### config.mk
export PLATFORM = sky130hd
export DESIGN_NAME = branch_resolution_unit
export DESIGN_NICKNAME = d
export VERILOG_FILES = /design/src/rtl/branch_resolution_unit.sv
export SDC_FILE = /design/constraint.sdc
export NUM_CORES = 1
export LEC_CHECK = 0
export ABC_CLOCK_PERIOD_IN_PS = 17100
export CAP_MARGIN = 20
export CORE_MARGIN = 1
export CORE_UTILIZATION = 45
export CTS_BUF_LIST = sky130_fd_sc_hd__clkbuf_8
export DETAILED_ROUTE_END_ITERATION = 12
export GPL_ROUTABILITY_DRIVEN = 0
export MAX_ROUTING_LAYER = met4
export PLACE_DENSITY = 0.75
export SYNTH_ARGS = -nofsm -noshare
export SYNTH_HDL_FRONTEND = slang
export SYNTH_SLANG_ARGS = --single-unit
### constraint.sdc
create_clock -name clk -period 17.1 [get_ports clk]
set_clock_uncertainty 0.05 [all_clocks]
set_input_delay 5.13 -clock clk [delete_from_list [all_inputs] [get_ports clk]]
set_output_delay 5.13 -clock clk [all_outputs]
set_load 0.02 [all_outputs]
### src/rtl/branch_resolution_unit.sv
// ---------------------------------------------------------------------------
// branch_resolution_unit
//
// Purpose:
//   This is the consumer side of the branch prediction interface. Decode
//   records every predicted branch in a small in-flight queue. When the
//   memory stage resolves the oldest branch, the unit compares the actual
//   outcome with the recorded prediction. It then drives two sets of
//   outputs. The predictor training outputs are the update strobe, the
//   branch address, the actual decision and the mispredict flag. The
//   pipeline outputs are redirect and flush. It also keeps saturating
//   statistics counters.
//
// Handshake:
//   An alloc is accepted on a rising edge where alloc_valid && alloc_ready.
//   alloc_ready is !full and is combinational from the current occupancy. It
//   reflects the pre-edge state, so no slot freed by a same-cycle resolve can
//   be reused. A resolve is accepted on a rising edge where
//   resolve_valid && !empty. It always refers to the oldest in-flight entry.
//
// Ports:
//   clk, rst                   core clock, async active-high reset
//   alloc_valid/pc/pred_*      new predicted branch from decode
//   alloc_ready                queue can accept an alloc (!full)
//   resolve_valid/taken/target actual outcome of the oldest branch
//   update_valid               1-cycle training strobe (latency 1)
//   update_branch_addr         PC of the resolved branch
//   actual_branch_decision     registered resolve_taken
//   mispredict                 resolved branch was mispredicted
//   redirect_valid/flush       1-cycle pulses on a mispredict
//   redirect_addr              correct next PC after a mispredict
//   empty, full                queue occupancy status
//   branch_count               resolved branches (saturating)
//   mispredict_count           mispredicted branches (saturating)
//   protocol_error             sticky: resolve seen with an empty queue
// ---------------------------------------------------------------------------
module branch_resolution_unit #(
   parameter int DEPTH = 4,
   parameter int CNT_W = 16
) (
   input  logic             clk,
   input  logic             rst,
   // decode-side allocation
   input  logic             alloc_valid,
   input  logic [31:0]      alloc_pc,
   input  logic             alloc_pred_taken,
   input  logic [31:0]      alloc_pred_target,
   output logic             alloc_ready,
   // memory-stage resolution
   input  logic             resolve_valid,
   input  logic             resolve_taken,
   input  logic [31:0]      resolve_target,
   // predictor training
   output logic             update_valid,
   output logic [31:0]      update_branch_addr,
   output logic             actual_branch_decision,
   output logic             mispredict,
   // pipeline control
   output logic             redirect_valid,
   output logic [31:0]      redirect_addr,
   output logic             flush,
   // status
   output logic             empty,
   output logic             full,
   output logic [CNT_W-1:0] branch_count,
   output logic [CNT_W-1:0] mispredict_count,
   output logic             protocol_error
);

   localparam int PTR_W = (DEPTH > 1) ? $clog2(DEPTH) : 1;

   localparam logic [PTR_W-1:0] PTR_ONE   = PTR_W'(1);
   localparam logic [PTR_W:0]   OCC_ONE   = (PTR_W + 1)'(1);
   localparam logic [PTR_W:0]   OCC_DEPTH = (PTR_W + 1)'(DEPTH);
   localparam logic [CNT_W-1:0] CNT_ONE   = CNT_W'(1);
   localparam logic [CNT_W-1:0] CNT_MAX   = '1;

   // -----------------------------------------------------------------------
   // In-flight queue storage (no reset needed: occupancy qualifies it)
   // -----------------------------------------------------------------------
   logic [31:0] pc_mem_q    [DEPTH];
   logic        taken_mem_q [DEPTH];
   logic [31:0] tgt_mem_q   [DEPTH];

   logic [PTR_W-1:0] head_q, head_d;
   logic [PTR_W-1:0] tail_q, tail_d;
   logic [PTR_W:0]   occ_q,  occ_d;

   // -----------------------------------------------------------------------
   // Registered outputs
   // -----------------------------------------------------------------------
   logic             update_valid_q,   update_valid_d;
   logic [31:0]      update_addr_q,    update_addr_d;
   logic             actual_dec_q,     actual_dec_d;
   logic             mispredict_q,     mispredict_d;
   logic             redirect_valid_q, redirect_valid_d;
   logic [31:0]      redirect_addr_q,  redirect_addr_d;
   logic             flush_q,          flush_d;
   logic [CNT_W-1:0] branch_cnt_q,     branch_cnt_d;
   logic [CNT_W-1:0] mispred_cnt_q,    mispred_cnt_d;
   logic             proto_err_q,      proto_err_d;

   // -----------------------------------------------------------------------
   // Decode of the current cycle's events
   // -----------------------------------------------------------------------
   logic        is_empty;
   logic        is_full;
   logic        do_alloc;
   logic        do_resolve;
   logic        head_pred_taken;
   logic [31:0] head_pc;
   logic [31:0] head_pred_target;
   logic        mispredict_now;
   logic        flush_now;
   logic        alloc_write;

   assign is_empty = (occ_q == '0);
   assign is_full  = (occ_q == OCC_DEPTH);

   assign do_alloc   = alloc_valid & ~is_full;
   assign do_resolve = resolve_valid & ~is_empty;

   assign head_pc          = pc_mem_q[head_q];
   assign head_pred_taken  = taken_mem_q[head_q];
   assign head_pred_target = tgt_mem_q[head_q];

   // A taken/taken pair still mispredicts when the predicted target was wrong.
   assign mispredict_now = (head_pred_taken != resolve_taken) |
                           (head_pred_taken & resolve_taken &
                            (head_pred_target != resolve_target));

   assign flush_now = do_resolve & mispredict_now;

   // A same-cycle alloc during a flush is on the wrong path, so it is dropped.
   assign alloc_write = do_alloc & ~flush_now;

   // -----------------------------------------------------------------------
   // Queue pointer / occupancy next state
   // -----------------------------------------------------------------------
   always_comb begin
      head_d = head_q;
      tail_d = tail_q;
      occ_d  = occ_q;
      if (flush_now) begin
         // Consume the head, then discard every younger entry.
         head_d = head_q + PTR_ONE;
         tail_d = head_q + PTR_ONE;
         occ_d  = '0;
      end else begin
         if (alloc_write) begin
            tail_d = tail_q + PTR_ONE;
         end
         if (do_resolve) begin
            head_d = head_q + PTR_ONE;
         end
         case ({alloc_write, do_resolve})
            2'b10:   occ_d = occ_q + OCC_ONE;
            2'b01:   occ_d = occ_q - OCC_ONE;
            default: occ_d = occ_q;
         endcase
      end
   end

   // -----------------------------------------------------------------------
   // Output / statistics next state
   // -----------------------------------------------------------------------
   always_comb begin
      update_valid_d   = do_resolve;
      mispredict_d     = flush_now;
      redirect_valid_d = flush_now;
      flush_d          = flush_now;
      update_addr_d    = update_addr_q;
      actual_dec_d     = actual_dec_q;
      redirect_addr_d  = redirect_addr_q;
      branch_cnt_d     = branch_cnt_q;
      mispred_cnt_d    = mispred_cnt_q;
      proto_err_d      = proto_err_q | (resolve_valid & is_empty);

      if (do_resolve) begin
         update_addr_d = head_pc;
         actual_dec_d  = resolve_taken;
         if (branch_cnt_q != CNT_MAX) begin
            branch_cnt_d = branch_cnt_q + CNT_ONE;
         end
      end

      if (flush_now) begin
         // Fall-through wraps naturally in 32 bits.
         redirect_addr_d = resolve_taken ? resolve_target : (head_pc + 32'd4);
         if (mispred_cnt_q != CNT_MAX) begin
            mispred_cnt_d = mispred_cnt_q + CNT_ONE;
         end
      end
   end

   // -----------------------------------------------------------------------
   // State registers
   // -----------------------------------------------------------------------
   always_ff @(posedge clk or posedge rst) begin
      if (rst) begin
         head_q           <= '0;
         tail_q           <= '0;
         occ_q            <= '0;
         update_valid_q   <= 1'b0;
         update_addr_q    <= '0;
         actual_dec_q     <= 1'b0;
         mispredict_q     <= 1'b0;
         redirect_valid_q <= 1'b0;
         redirect_addr_q  <= '0;
         flush_q          <= 1'b0;
         branch_cnt_q     <= '0;
         mispred_cnt_q    <= '0;
         proto_err_q      <= 1'b0;
      end else begin
         head_q           <= head_d;
         tail_q           <= tail_d;
         occ_q            <= occ_d;
         update_valid_q   <= update_valid_d;
         update_addr_q    <= update_addr_d;
         actual_dec_q     <= actual_dec_d;
         mispredict_q     <= mispredict_d;
         redirect_valid_q <= redirect_valid_d;
         redirect_addr_q  <= redirect_addr_d;
         flush_q          <= flush_d;
         branch_cnt_q     <= branch_cnt_d;
         mispred_cnt_q    <= mispred_cnt_d;
         proto_err_q      <= proto_err_d;
      end
   end

   always_ff @(posedge clk) begin
      if (alloc_write) begin
         pc_mem_q[tail_q]    <= alloc_pc;
         taken_mem_q[tail_q] <= alloc_pred_taken;
         tgt_mem_q[tail_q]   <= alloc_pred_target;
      end
   end

   // -----------------------------------------------------------------------
   // Output assignments
   // -----------------------------------------------------------------------
   assign alloc_ready            = ~is_full;
   assign empty                  = is_empty;
   assign full                   = is_full;
   assign update_valid           = update_valid_q;
   assign update_branch_addr     = update_addr_q;
   assign actual_branch_decision = actual_dec_q;
   assign mispredict             = mispredict_q;
   assign redirect_valid         = redirect_valid_q;
   assign redirect_addr          = redirect_addr_q;
   assign flush                  = flush_q;
   assign branch_count           = branch_cnt_q;
   assign mispredict_count       = mispred_cnt_q;
   assign protocol_error         = proto_err_q;

endmodule
# Word-level counts from Yosys, hierarchy flattened
# Memory sizes are Yosys's and may differ from the RTL's.
# Index checks and enable logic that the tools add are counted.
[classes] muxes=9 add_sub_neg=7 reduce_logical=6 n_eq_ne=7 bitwise=12
[op_table] op="adder 16 x 1 -> 16 bit (second input constant)" n=2
[op_table] op="adder 32 x 3 -> 32 bit (second input constant)" n=1
[op_table] op="2-to-1 mux 32 bit" n=1
[op_table] op="!= test 16 bit (second input constant)" n=2
[op_table] op="!= test 32 bit" n=1
[op_table] op="2-to-1 mux 2 bit" n=4
[op_table] op="AND 1 bit" n=7
[op_table] op="one-hot mux 3 bit (2 select lines)" n=1
[op_table] op="adder 2 x 1 -> 2 bit (second input constant)" n=2
[op_table] op="AND reduction 2 bit" n=2
[op_table] op="nonzero test 2 bit" n=2
[op_table] op="adder 3 x 1 -> 3 bit (second input constant)" n=1
[op_table] op="== test 3 bit (second input constant)" n=1
[op_table] op="logical NOT 3 bit" n=1
[op_table] op="2-to-1 mux 3 bit" n=1
[op_table] op="NOT 1 bit" n=3
[op_table] op="nonzero test 3 bit" n=1
[op_table] op="subtractor 3 x 1 -> 3 bit (second input constant)" n=1
[op_table] op="== test 2 x 1 -> 1 bit (second input constant)" n=1
[op_table] op="== test 2 bit (second input constant)" n=1
[op_table] op="2-to-1 mux 1 bit" n=2
[op_table] op="bitwise OR 1 bit" n=2
[op_table] op="!= test 1 bit" n=1
[totals] mem_bits_rw=260 register_bits=107 in_bits=102 wordCells=55 out_inout_bits=105 memories=3
[memory_table] memory="pc_mem_q" words=4 width=32 rd=1 rd_clocked_by_memory_dff=0 write_ports=1 line="81" text="logic [31:0] pc_mem_q [DEPTH];"
[memory_table] memory="tgt_mem_q" words=4 width=32 rd=1 rd_clocked_by_memory_dff=0 write_ports=1 line="83" text="logic [31:0] tgt_mem_q [DEPTH];"
[memory_table] memory="taken_mem_q" words=4 width=1 rd=1 rd_clocked_by_memory_dff=0 write_ports=1 line="82" text="logic taken_mem_q [DEPTH];"

# Longest topological paths before layout
# Gate-level depths: netlist of the first run.
# An unclocked memory read counts as a cell.
[logic_depth] depth_word=10 mapped_depth=14 ltp_nobuf=11

# Worst setup path before layout of the first run
# Ideal clock, no wire load.
[synth_timing] kind="input -> register" from="input port resolve_target[22]" to="memory pc_mem_q[0][0], enable pin" slack_ns=5.447 n_path_buf=1 stages=8 arrival_time_ns=11.022 required_time_ns=16.468 setup_ns=0.582 path_cell_list="xnor2_1 -> nand4_1 -> nor4_1 -> a21boi_2 -> o21ai_4 -> inv_2 -> buf_6 -> nor3b_1"
[synth_between] elab_chain_cells=8
[synth_lines] element="from (decl)" line="52" text="input logic [31:0] resolve_target,"
[synth_lines] element="!= test 32 bit" line="130" text="(head_pred_target != resolve_target));"
[synth_lines] element="AND 1 bit" line="129" text="(head_pred_taken & resolve_taken &"
[synth_lines] element="bitwise OR 1 bit" line="128" text="assign mispredict_now = (head_pred_taken != resolve_taken) |"
[synth_lines] element="AND 1 bit" line="132" text="assign flush_now = do_resolve & mispredict_now;"
[synth_lines] element="via flush_d" line="98" text="logic flush_q, flush_d;"
[synth_lines] element="NOT 1 bit" line="135" text="assign alloc_write = do_alloc & ~flush_now;"
[synth_lines] element="AND 1 bit" line="135"
[synth_lines] element="2-to-1 mux 1 bit" line="232" text="if (alloc_write) begin"
[synth_lines] element="2-to-1 mux 1 bit (implied by the code)" line="233" text="pc_mem_q[tail_q] <= alloc_pc;"
[synth_lines] element="to (decl)" line="81"
# The timed path passes the listed nets, and every way through them passes these cells.

# Worst setup path in the final report of the first run
[layout_timing] from="input port resolve_target[12]" to="memory pc_mem_q[1][9], enable pin"
[layout_between] elab_chain_cells=8
[layout_lines] element="!= test 32 bit" line="130"
[layout_lines] element="AND 1 bit" line="129"
[layout_lines] element="bitwise OR 1 bit" line="128"
[layout_lines] element="AND 1 bit" line="132"
[layout_lines] element="NOT 1 bit" line="135"
[layout_lines] element="AND 1 bit" line="135"
[layout_lines] element="2-to-1 mux 1 bit" line="232"
[layout_lines] element="2-to-1 mux 1 bit (implied by the code)" line="233"
# Every way passes these cells.

==> results of run 1 <==
==> routing by layer <==
metal | wire length, microns | up-vias
met2 | 16800 | 352
met5 | 0 | -
li1 | - | 4043
met3 | 3000 | 62
met1 | 14400 | 4437
met4 | 968 | 0
==> cell usage after synthesis, drive strengths merged (6+ instances only) <==
master / number
o21ai: 43
and3: 8
dfrtp: 107
buf: 24
nor2: 27
ha: 8
nor3: 6
nand2: 165
inv: 14
edfxtp: 260
nor4: 13
xnor2: 60
nand3: 14
mux2i: 12
mux2: 17
clkbuf: 16
a21oi: 17
xor2: 30
nand4: 18
mux4: 64
==> cells by family after synthesis <==
family,share of synthesized area [%]
adder cells (fa/ha/maj),0.793
multiplexers,11.7
flip-flops,69.2
XOR/XNOR,5.20
AND/OR/NAND/NOR,8.67
AO/OA/AOI/OAI,2.38
buffers and inverters,2.04
==> registers in the layout, summed over array words and instances, names as in the netlist, 3 cells and up <==
name,cells
pc_mem_q,128
occ_q,3
redirect_addr,32
mispredict_count,16
branch_count,16
tgt_mem_q,128
update_branch_addr,32
taken_mem_q,4
==> final cells by class <==
cell class / instances / area, sq um / area share (%)
multi-input combinational: 531 / 4380 / 23.3
sequential: 367 / 10500 / 55.8
inverter: 14 / 55.1 / 0.293
tap: 442 / 553 / 2.94
antenna: 3 / 7.51 / 0.0399
clock inverter: 42 / 196 / 1.05
clock buffer: 69 / 950 / 5.05
timing repair buffer: 221 / 2170 / 11.5
==> power by group through the flow <==
stage	sequential, mW	clock (mW)	combinational, mW
6_report	1.32	0.707	1.20
5_1_grt	1.34	0.761	1.29
4_1_cts	1.32	0.721	1.21
3_5_place_dp	1.34	0	1.21
3_3_place_gp	1.33	0	1.20
2_1_floorplan	1.41	0	0.695
==> cell usage in the layout (no fill, tap or decap), drive strengths merged, types with 2 or more instances in the layout <==
master         count
nor2              27
nor4              13
nor4b              3
and2               4
edfxtp           260
xor2              30
or2                2
nor3b              5
a21oi             17
nand2b             2
nand3             14
dfrtp            107
mux2i             12
and4               2
nor3               6
clkbuf            69
clkinvlp           2
buf               16
nand2            165
inv               43
xnor2             60
o21ai             43
or3                3
diode              3
nand4             18
and3               8
clkdlybuf4s50    205
mux2              17
ha                 8
clkinv            11
mux4              64
==> worst paths after layout <==
check	startpoint	end	slack (ns)
setup / recovery	resolve_target[12]	pc_mem_q[1][9]	8.58
hold / removal	protocol_error	protocol_error	0.41
setup reg to reg	head_q[0]	pc_mem_q[1][9]	11.38
hold reg to reg	protocol_error	protocol_error	0.41
max in group asynchronous	rst	head_q[0]	10.67
min in group asynchronous	rst	protocol_error	4.90
==> per-stage QoR <==
stage	std cells	hold slack, ns	setup slack [ns]	total power [mW]	area, sq um
3_5_place_dp	1575	0.407	8.00	2.55	17600
4_1_cts	1686	0.420	8.62	3.26	18800
6_report	1689	0.413	8.58	3.23	18800
5_1_grt	1689	0.443	8.33	3.39	18800
3_3_place_gp	1575	0.392	8.09	2.53	17600
2_1_floorplan	952	0.415	5.45	2.10	15100
==> worst max-delay path, cell delays in order <==
cell,delay [ns]
clkdlybuf4s50_1,0.46
xnor2_1,0.22
nand4_1,0.18
nor4_1,0.52
a21boi_2,0.20
o21ai_4,0.15
buf_4,0.55
inv_2,0.33
nor3b_2,0.31
buf_4,0.60
==> results by group, run 1 <==
Run
  – Max_cap viols: 0

Drt
  – Initial drt markers: 637
  – Router iterations before antenna repair: 5
  – Routed Wire Length: between 30000 and 40000 microns
  – Via-to-Cell Ratio: 5.27
  – Post-DRT Antenna Nets: 0
  – DR DRC count: 0
  – Vias: 8894
  – Wirelength per Cell: between 20 and 25 microns

Place
  – Buffers on Ports: a little over 200
  – DP HPWL: roughly 24000 microns

Synth
  – Main flop type after synthesis: edfxtp_1
  – Yosys top cell by area: edfxtp_1
  – Post-Synthesis Cells: approximately 950
  – Synth cell types: a little under 50
  – Sequential area share after synthesis: 69.2%
  – Syn_area_per_cell: roughly 16 sq um
  – Largest cells by area after synthesis: edfxtp_1 (52%), dfrtp_1 (18%), mux4_2 (9.4%)
  – Syn nets: 1063
  – Post-synth EDFFs: 260
  – Post-synthesis sequential element count: around 370
  – Yosys top cell area share: slightly above 50%
  – Cell area after synthesis: roughly 15000 sq um
  – Synth warn: 0
  – Share of flip-flops with an asynchronous set or reset: ~29%

Die
  – Starting Density: between 40% and 50%
  – # rows: 66
  – Full die area: between 30000 and 40000 sq um
  – DIE WIDTH: between 150 and 200 microns
  – Die height: around 190 microns
  – # IOs: just over 200
  – Core ar.: between 30000 and 40000 sq um

Clocking
  – H-tree depth: 2
  – Clock Latency Late Sink: 0.59 ns
  – CTS Buffer Depth: 3
  – CTS resizes: 0
  – Postcts setup bufs: 0
  – Hold Buf Count CTS: 0
  – Inserted Clock Buffers: about 60
  – CTS clock-pin slew for the worst setup and hold paths: roughly 0.060 ns
  – TritonCTS clock tree: built
  – Root buf cell: clkbuf_8
  – # clock sinks: around 370

Critical path
  – Crit path required time: 17.27 ns
  – Crit path kind: primary input to flip-flop
  – Critical path startpoint category: primary input
  – Worst Setup End Kind: flip-flop
  – Worst reg2reg path depth: 11
  – Largest fanout on the critical path: slightly above 60
  – Crit path arrival time: a little under 9 ns

Hold path
  – Hold depth: 1
  – Hold Crit Class: flip-flop to flip-flop

Timing
  – Final setup viols: 0
  – Fin crit share: between 40% and 50%
  – Hold Fails Final Rpt: 0
  – Pins over their slew limit: 0
  – Worst Tran Pin Value: 0.919 ns
  – Max Freq: between 100 and 150 MHz
  – Unrepaired setup endpoints after global routing: no
  – Fin crit period: 8.52 ns
  – Slew HR: 38.7%
  – Sum Neg Setup Slack: 0 ns

Power
  – Clock group share of total power: about 22%
  – Worst IR drop on VDD: around 0.1 mV
  – Comb pwr share: 37.2%
  – Flop pwr share: between 40% and 50%
  – P_sw: between 1 and 1.5 mW
  – P_int: between 2 and 2.5 mW
  – Sw Ratio: around a third
  – Areal power density over the cells: around 170 nW/um^2
  – Lkg Pwr: 6.92 nW

Cells and area
  – Nets: 1305
  – Area grow syn2layout: 24.1%
  – Final core occ: 57.2%
  – Share of cells above drive strength 1: 15.7%
  – Fill cell count: 2611

GRT
  – GRT overflow: 0
  – Met3 Use GR: ~5.7%
  – GRT Util Overall: about 21%
  – First-pass GRT wire length: ~53000 microns
  – Antenna violations before repair: 3
  – Vias in the first global route: 9084
  – Pin count of the biggest net entering global routing: between 60 and 70
  – GR Util met1: about 28%
  – Met2 Track Usage GR: roughly a third
  – Global route hottest layer: met2

Run status
  – Outcome: finished clean
Note: power is estimated with default switching activity, not from simulation.
==> inputs of run 2 (changes only) <==
Settings changed: ABC_CLOCK_PERIOD_IN_PS 17100 to 7500, PLACE_DENSITY 0.75 to 0.77.
Clock period 17.1 ns to 7.5 ns, I/O delays scaled along.
==> run 2 against run 1 <==
Against the previous run:
- setup slack lost 6.2 ns
- routed wire length shrank 0.64%
- flip-flop and latch count is the same
- register-to-register slack lost 8.5 ns
- core utilization grew 0.18 points
- first-iteration DRC count grew 8.5%
- count of clock-buffer cells in the layout shrank 3
- die area is the same
- critical path depth shrank 1
- cell area grew 0.31%
- sequential power grew 130%
- worst hold slack lost 0.013 ns
- critical endpoint is now pc_mem_q[2][6]
==> results by group, run 2 (synthesis gave the netlist of run 1 again) <==
Power
  – Areal power density over the cells: 397 nW/um^2 (+130%)
  – Clock group share of total power: 23.3% (+1.4 points)
  – Worst IR drop on VDD: 0.197 mV (+100%)
  – PnR Total Power: 7.48 mW (+130%)
  – Lkg Pwr: 6.90 nW (-0.33%)
  – P_sw: 2.58 mW (+130%)
  – Comb pwr share: 36.7% (-0.5 points)
  – Sw Ratio: 34.5% (-0.81 points)
  – P_int: 4.90 mW (+130%)
  – Flop pwr share: 40.0% (-0.9 points)

Hold path
  – Hold depth: 1 (unchanged)
  – WHS Endpoint: protocol_error
  – Hold Crit Class: flip-flop to flip-flop
  – Hold path start: protocol_error

Clocking
  – Postcts setup bufs: 0 (unchanged)
  – Hold Buf Count CTS: 0 (unchanged)
  – CTS resizes: 0 (unchanged)
  – Inserted Clock Buffers: 57 (-3.4%)
  – Root buf cell: clkbuf_8
  – Clock Latency Late Sink: 0.59 ns (about the same)
  – # clock sinks: 367 (unchanged)
  – H-tree depth: 2 (unchanged)
  – CTS Buffer Depth: 3 (unchanged)
  – TritonCTS clock tree: built
  – CTS clock-pin slew for the worst setup and hold paths: 0.06 ns (about the same)

Die
  – # rows: 66 (unchanged)
  – DIE WIDTH: 185 microns (unchanged)
  – Core ar.: 32900 sq um (unchanged)
  – # IOs: 207 (unchanged)
  – Full die area: 34400 sq um (unchanged)
  – Starting Density: 46.1% (unchanged)
  – Die height: 185 microns (unchanged)

Cells and area
  – Biggest regs: pc_mem_q (128), tgt_mem_q (128)
  – Area grow syn2layout: 24.5%
  – Most common cell after layout, fill and taps aside: edfxtp_1
  – Nets: 1301 (-0.31%)
  – Final core occ: 57.4% (+0.18 points)
  – Commonest cells after routing, fill and taps aside: edfxtp_1 (260), clkdlybuf4s50_1 (205), nand2_1 (165), dfrtp_1 (105), clkbuf_8 (66)
  – Share of cells above drive strength 1: 16.1% (+0.40 points)

Place
  – Setup slack at placement: 1.77 ns (-6.24 ns)
  – DP HPWL: 23700 microns (-1.6%)
  – Buffers on Ports: 206 (unchanged)

Run
  – Max_cap viols: 0 (unchanged)

Critical path
  – Top delay family on crit path: buffers and inverters
  – Reg-to-reg startpoint: head_q[0]
  – Largest fanout on the critical path: 65 (+4.8%)
  – Crit path required time: 7.65 ns (-9.62 ns)
  – Crit path kind: primary input to flip-flop
  – Worst setup path start: resolve_target[28]
  – Max stage delay on crit path: 0.81 ns (+0.21 ns)
  – Slowest CP cell: buf_4
  – Worst reg2reg path depth: 9 (-2)
  – Reg2reg end: pc_mem_q[2][6]
  – Worst Setup End Kind: flip-flop
  – Reg2Reg Setup Slack: 2.93 ns (-8.45 ns)
  – Worst Path Buf+Inv: 3 (-1)
  – Critical path startpoint category: primary input
  – Crit path arrival time: 5.30 ns (-3.39 ns)
  – Crit-path cells: clkdlybuf4s50_1, xnor2_1, nand4_1, nor4_1, a21boi_2, o21ai_4, inv_2, nor3b_2, buf_4

GRT
  – GRT Util Overall: 21.4% (-0.13 points)
  – GRT overflow: 0 (unchanged)
  – Vias in the first global route: 8912 (-1.9%)
  – First-pass GRT wire length: 52600 microns (-0.51%)
  – Antenna violations before repair: 1 (-2)
  – Pin count of the biggest net entering global routing: 74 (+14%)

Drt
  – Post-DRT Antenna Nets: 0 (unchanged)
  – Routed Wire Length: 35000 microns (-0.64%)
  – Via-to-Cell Ratio: 5.29 (+0.45%)
  – Router iterations before antenna repair: 5 (unchanged)
  – Wirelength per Cell: 20.8 microns (-0.23%)
  – Vias: 8897 (+0.034%)
  – Initial drt markers: 691 (+8.5%)
  – DR DRC count: 0 (unchanged)

Timing
  – Final setup viols: 0 (unchanged)
  – Unrepaired setup endpoints after global routing: no
  – Slew HR: 33.0% (-5.7 points)
  – Worst Tran Pin Value: 1.00 ns (+0.0856 ns)
  – Max Freq: around 190 MHz
  – Fin crit period: between 5 and 6 ns
  – Hold Fails Final Rpt: 0 (unchanged)
  – Fin crit share: between 60% and 70%
  – Worst Hold Slack: 0.399 ns (-0.0134 ns)
  – Final setup margin: 2.36 ns (-6.22 ns)
  – Pins over their slew limit: 0 (unchanged)

Run status
  – Outcome: finished clean
[run 2: changes by cell type in the layout (fill, tap and decap cells not counted)]
| cell | previous run | this run |
|---|---|---|
| inv_1 | 38 | 22 |
| clkinv_1 | 5 | 11 |
| clkinv_2 | 5 | 11 |
| bufinv_16 | 0 | 5 |
| clkbuf_8 | 69 | 66 |
| buf_4 | 15 | 13 |
| clkinv_8 | 1 | 0 |
| clkinvlp_4 | 2 | 1 |
| diode_2 | 3 | 2 |
| inv_6 | 1 | 2 |
| inv_8 | 1 | 0 |
[run 2: area by class of cell]
class | instances | area, sq um
sequential | 367 | 10500
inverter | 14 | 55.1
fill | 2575 | 14000
multi-input combinational | 531 | 4380
clock buffer | 66 | 908
timing repair buffer | 219 | 2150
antenna | 2 | 5.00
tap | 442 | 553
clock inverter | 41 | 313
[run 2: worst reg2reg max path, delay by kind of cell, from the launching register on]
| kind | cells | cell delay (ns) |
|---|---|---|
| and+or+nand+nor | 3 | 1.02 |
| buffers and inverters | 2 | 0.98 |
| DFF | 1 | 0.90 |
| muxes | 1 | 0.64 |
| AOI/OAI and AO/OA | 2 | 0.37 |
| xor gates and xnor gates | 1 | 0.21 |
[run 2: power by group through the flow]
| stage | Combinational [mW] | Clock (mW) | Sequential [mW] |
|---|---|---|---|
| after floorplan | 1.58 | 0 | 3.21 |
| after global placement | 2.73 | 0 | 3.01 |
| after detailed placement | 2.76 | 0 | 3.03 |
| after CTS | 2.77 | 1.78 | 3.00 |
| after global routing | 2.94 | 1.87 | 3.05 |
| final | 2.74 | 1.74 | 2.99 |
[run 2: how the worst max path moves through the flow]
| stage | end | slack, ns | cells after the start |
|---|---|---|---|
| 5_1_grt | tgt_mem_q[2][5] | 2.15 | 9 |
| 6_report | pc_mem_q[2][6] | 2.36 | 9 |
| 3_5_place_dp | tgt_mem_q[2][11] | 1.77 | 9 |
| 4_1_cts | tgt_mem_q[2][3] | 2.37 | 9 |
| 3_3_place_gp | tgt_mem_q[1][11] | 1.78 | 9 |
| 2_1_floorplan | pc_mem_q[0][0] | -1.27 | 8 |
[run 2: layer usage]
metal / routed length (microns) / track usage [%] / up-vias
li1: - / - / 4037
met1: 14700 / 28.2 / 4422
met2: 16600 / 32.8 / 365
met3: 2670 / 4.64 / 73
met4: 1060 / 7.34 / 0
met5: 0 / - / -
[run 2: per-stage QoR]
stage / TNS (ns) / area [sq um] / instances
global placement: 0 / 17600 / 1573
floorplan: -331.09 / 15100 / 952
global route: 0 / 18900 / 1681
finish: 0 / 18900 / 1682
detailed placement: 0 / 17600 / 1573
CTS: 0 / 18800 / 1680
